**src/rtl/io_pipe_buf.sv**
```systemverilog
// io_pipe_buf: parametrised chain of elastic (skid-buffer) register slices.
// Each slice holds up to two words and presents a purely registered ready
// upstream, so no combinational ready path runs through the chain.
// STAGES=0 degenerates to a combinational pass-through.
//
// Ports:
//   clk        posedge clock
//   rst_n      asynchronous active-low reset
//   in_data    upstream word            in_valid / in_ready  upstream handshake
//   out_data   downstream word          out_valid / out_ready downstream handshake
//   level      number of words currently held (0..2*STAGES)
module io_pipe_buf #(
    parameter int unsigned          DATA_W    = 4,
    parameter int unsigned          STAGES    = 1,
    parameter logic [DATA_W-1:0]    RESET_VAL = '0,
    // Derived from STAGES; not meant to be overridden.
    parameter int unsigned          LVL_W     = (STAGES == 0) ? 1 : $clog2(2 * STAGES + 1)
) (
    input  logic              clk,
    input  logic              rst_n,
    input  logic [DATA_W-1:0] in_data,
    input  logic              in_valid,
    output logic              in_ready,
    output logic [DATA_W-1:0] out_data,
    output logic              out_valid,
    input  logic              out_ready,
    output logic [LVL_W-1:0]  level
);

    if (STAGES == 0) begin : g_bypass
        // Pure wires: no storage, so reset and clock play no part.
        logic unused_clk_rst;
        assign unused_clk_rst = clk ^ rst_n;

        assign out_data  = in_data;
        assign out_valid = in_valid;
        assign in_ready  = out_ready;
        assign level     = '0;
    end else begin : g_pipe
        localparam int unsigned LVL_MAX = 2 * STAGES;

        // Inter-stage handshake: index k is the input side of stage k,
        // index STAGES is the block output.
        logic              v_chain   [STAGES+1];
        logic [DATA_W-1:0] d_chain   [STAGES+1];
        logic              rdy_chain [STAGES+1];
        logic              stg_mv    [STAGES];
        logic              stg_sv    [STAGES];
        logic              rst_done;
        logic              in_xfer;
        logic              out_xfer;
        logic [LVL_W-1:0]  occ;

        assign v_chain[0]        = in_valid;
        assign d_chain[0]        = in_data;
        assign rdy_chain[STAGES] = out_ready;
        assign in_ready          = rdy_chain[0];
        assign out_valid         = v_chain[STAGES];
        assign out_data          = d_chain[STAGES];

        for (genvar k = 0; k < STAGES; k++) begin : g_stage
            logic              m_v;
            logic              s_v;
            logic [DATA_W-1:0] m_d;
            logic [DATA_W-1:0] s_d;
            logic              push;
            logic              pop;

            assign push = v_chain[k] & rdy_chain[k];
            assign pop  = m_v & rdy_chain[k+1];

            // Head stage also refuses input until the first edge after reset release.
            if (k == 0) begin : g_head
                assign rdy_chain[k] = ~s_v & rst_done;
            end else begin : g_body
                assign rdy_chain[k] = ~s_v;
            end

            assign v_chain[k+1] = m_v;
            assign d_chain[k+1] = m_d;
            assign stg_mv[k]    = m_v;
            assign stg_sv[k]    = s_v;

            // EMPTY/HALF/FULL slice: main register drives out, skid catches
            // the word that arrives while downstream stalls.
            always_ff @(posedge clk or negedge rst_n) begin
                if (!rst_n) begin
                    m_v <= 1'b0;
                    s_v <= 1'b0;
                    m_d <= RESET_VAL;
                    s_d <= RESET_VAL;
                end else if (pop) begin
                    if (s_v) begin
                        m_d <= s_d;
                        s_v <= 1'b0;
                    end else if (push) begin
                        m_d <= d_chain[k];
                    end else begin
                        m_v <= 1'b0;
                    end
                end else if (push) begin
                    if (!m_v) begin
                        m_v <= 1'b1;
                        m_d <= d_chain[k];
                    end else begin
                        s_v <= 1'b1;
                        s_d <= d_chain[k];
                    end
                end
            end
        end

        // Set on the first edge after reset release.
        always_ff @(posedge clk or negedge rst_n) begin
            if (!rst_n) begin
                rst_done <= 1'b0;
            end else begin
                rst_done <= 1'b1;
            end
        end

        assign in_xfer  = in_valid & in_ready;
        assign out_xfer = out_valid & out_ready;

        // Occupancy counter tracking block-level transfers.
        always_ff @(posedge clk or negedge rst_n) begin
            if (!rst_n) begin
                level <= '0;
            end else if (in_xfer && !out_xfer) begin
                level <= level + LVL_W'(1);
            end else if (out_xfer && !in_xfer) begin
                level <= level - LVL_W'(1);
            end
        end

        // Words actually held in the slices, used to cross-check level.
        always_comb begin
            occ = '0;
            for (int unsigned k = 0; k < STAGES; k++) begin
                occ = occ + LVL_W'(stg_mv[k]) + LVL_W'(stg_sv[k]);
            end
        end

        always @(posedge clk) begin
            if (rst_n) begin
                assert (level == occ);
                assert (32'(level) <= LVL_MAX);
                assert (!(in_xfer && !out_xfer && 32'(level) == LVL_MAX));
                assert (!(out_xfer && !in_xfer && level == '0));
            end
        end
    end

endmodule

```
**config.mk**
```make
export PLATFORM = sky130hd
export DESIGN_NAME = io_pipe_buf
export DESIGN_NICKNAME = d
export VERILOG_FILES = /design/src/rtl/io_pipe_buf.sv
export SDC_FILE = /design/constraint.sdc
export NUM_CORES = 1
export LEC_CHECK = 0
export CORE_MARGIN = 5
export CORE_UTILIZATION = 35
export CTS_CLUSTER_DIAMETER = 40
export CTS_CLUSTER_SIZE = 8
export DETAILED_ROUTE_END_ITERATION = 10
export GPL_ROUTABILITY_DRIVEN = 0
export SYNTH_ARGS = -nofsm -noshare
export SYNTH_HDL_FRONTEND = slang
export SYNTH_SLANG_ARGS = --single-unit
```
**constraint.sdc**
```tcl
create_clock -name clk -period 2.1 [get_ports clk]
set_input_delay 0.315 -clock clk [delete_from_list [all_inputs] [get_ports clk]]
set_output_delay 0.315 -clock clk [all_outputs]
set_load 0.005 [all_outputs]
```
==> impl_metrics.json <==
{
  "min_path_type": "in2async",
  "syn_inst": 47,
  "core_area_um2": 1689,
  "grt_pass1_wl_um": 1821,
  "drt_iter0_drc": 1,
  "viasPerCell": 4.690,
  "yosysWarnings": 0,
  "syn-num-nets": 57,
  "clockRootBuffer": "clkbuf_4",
  "hpwl_um": 836.2,
  "timing.final.crit_share_pct": 83.80,
  "grt_pass1_vias": 411,
  "path_cells": "nand3b_1 -> ha_1 -> nor3_2 -> mux2_2",
  "yosys_register_bits": 13,
  "synth.largest_area_cell": "dfrtp_1",
  "antenna_found_initial": 0,
  "grt_max_degree": 14,
  "power_density_nw_per_um2": 1265,
  "setup_viol": 0,
  "timing.fmax_mhz": 568.2,
  "rr_endpoint": "out_data[1]$_DFFE_PN0P_",
  "hold_viol": 0,
  "cts_resized": 0,
  "ir_drop_uv": 465.2,
  "diodes": 0,
  "critPathLaunchType": "flop",
  "routed_wl_um": 1044,
  "die-area_um2": 2680,
  "cts_setup_buffers": 0,
  "io_pins": 16,
  "fin_setup_tns_ns": 0,
  "clock_path_buffers": 2,
  "outcome": "finished, final reports clean",
  "cts.sinks": 13,
  "cp_slowest_cell": "dfrtp_1",
  "cts.clk_slew.worst_paths_ns": 0.08,
  "cts_hold_buf": 0,
  "reg2regPathDepth": 4,
  "die_h_um": 51.77,
  "synthTopCellsByArea": "dfrtp_1, mux2_2, mux2_1, ha_1, nor3_2",
  "end_kind": "flop",
  "firstDrtPassIters": 2,
  "cts_buffers": 3,
  "cts_tree": "built",
  "grt.total_usage_pct": 9.460,
  "post_drt_wl_per_cell_um": 12.43,
  "syn_area_um2": 610.6,
  "synth_top_cell_area_share_pct": 53.28,
  "worst_slew_pin_slew_ns": 0.5900,
  "grt.overflow.total": 0,
  "drv_cap": 0,
  "htreeDepth": 1,
  "die_w_um": 51.77,
  "synth.avg_cell_area_um2": 12.99,
  "slew_headroom_pct": 60.54,
  "crit_buf_inv": 0,
  "total_power_mw": 1.032,
  "min_period_ns": 1.760,
  "drc": 0,
  "critical_path_class": "reg2reg",
  "num_vias": 394,
  "final_max_slew_viol_count": 0,
  "rrSetupSlack_ns": 0.34,
  "rows": 15,
  "port_buffers": 15,
  "layout-drive-gt1-share_pct": 22.39,
  "synth_cell_types": 16,
  "rr_startpoint": "g_pipe.g_stage[0].s_v$_DFFE_PN0P_",
  "clk_latency_ns": 0.26,
  "start_util_pct": 36.15,
  "cp_data_arrival_time_ns": 1.91,
  "required_ns": 2.25,
  "finClkSkew_ns": 0.0005525,
  "cp_top_family": "simple AND/OR/NAND/NOR gates",
  "area_delta_synth_final_pct": 33.61,
  "antenna_left": 0,
  "path_depth": 4,
  "rsz0062_at_grt": "no",
  "nets": 78,
  "synth-seq-area-share_pct": 53.28,
  "p_leak_nw": 0.3468,
  "path_max_fanout": 6,
  "critPathMaxStageDelay_ns": 0.44,
  "n_fill_cell": 154
}
[registers in the layout (all words and copies together) (netlist names)]
signal              flops
g_pipe.g_stage.s_d      4
out_data                4
level                   2
g_pipe.g_stage.s_v      1
g_pipe.rst_done         1
out_valid               1
[metrics by stage]
stage	cell area [um^2]	utilization (%)	setup slack, ns	hold WS (ns)	instances
floorplan	610.6	-	0.4878	0.01941	47
global placement	789.5	46.74	0.1064	0.4593	80
detailed placement	789.5	46.74	0.06978	0.4669	80
CTS	815.8	48.30	0.3176	0.4342	84
global route	815.8	48.30	0.2138	0.4835	84
finish	815.8	48.30	0.3402	0.4197	84
[cell type report]
cell class / instances / area (um^2) / area share (%)
clock buffer: 4 / 26.28 / 3.221
inverter: 2 / 7.507 / 0.9202
multi-input combinational: 32 / 277.8 / 34.05
sequential: 13 / 325.3 / 39.88
tap: 17 / 21.27 / 2.607
timing repair buffer: 16 / 157.7 / 19.33
[cells by family after synthesis]
kind of cell,count (synthesis),synth area share (%)
mux,12,22.13
other cells,1,0.6142
xor+xnor,3,4.304
compound gates,4,3.277
buf+inv,2,1.230
flops,13,53.28
simple gates,10,11.07
fa+ha+maj,2,4.098
[placed cells by master, fill, tap and decap left out, types with 2 or more instances in the layout]
master,n
clkdlybuf4s50_1,15
dfrtp_1,13
mux2_2,8
mux2_1,4
nand2_1,3
o21ai_0,3
clkbuf_4,3
nor2b_1,2
inv_1,2
nor3_2,2
xnor2_1,2
ha_1,2
[per-layer routing]
metal  global-route usage, %  vias up  wire (um)
li1                        -      201          -
met1                   12.75      184        512
met2                   13.35        7        478
met3                   2.865        2         37
met4                   5.240        0         16
met5                       0        -          0
[Yosys cell counts]
cell type and number:
mux2_1 4, ha_1 2, dfrtp_1 13, conb_1 1
nand2_1 3, o21ai_0 3, mux2_2 8, nand2b_1 1
nand3_2 1, nand3b_1 1, xor2_1 1, nor3_2 2
a21oi_1 1, inv_1 2, xnor2_1 2, nor2b_1 2
[power breakdown]
group	leakage [nW]	switching, mW	internal (mW)	total, mW
registers	0.155	0.0801	0.370	0.450
logic	0.177	0.150	0.283	0.432
clock network	0.0150	0.0763	0.0734	0.150
[worst max path at each step]
stage	from	endpoint	slack [ns]
2_1_floorplan	g_pipe.g_stage[0].s_v$_DFFE_PN0P_	out_data[0]$_DFFE_PN0P_	0.49
3_3_place_gp	in_valid	out_data[0]$_DFFE_PN0P_	0.11
3_5_place_dp	in_valid	out_data[1]$_DFFE_PN0P_	0.07
4_1_cts	g_pipe.g_stage[0].s_v$_DFFE_PN0P_	out_data[1]$_DFFE_PN0P_	0.32
5_1_grt	g_pipe.g_stage[0].s_v$_DFFE_PN0P_	out_data[1]$_DFFE_PN0P_	0.21
6_report	g_pipe.g_stage[0].s_v$_DFFE_PN0P_	out_data[1]$_DFFE_PN0P_	0.34
Power figures use the tool's default switching activity.
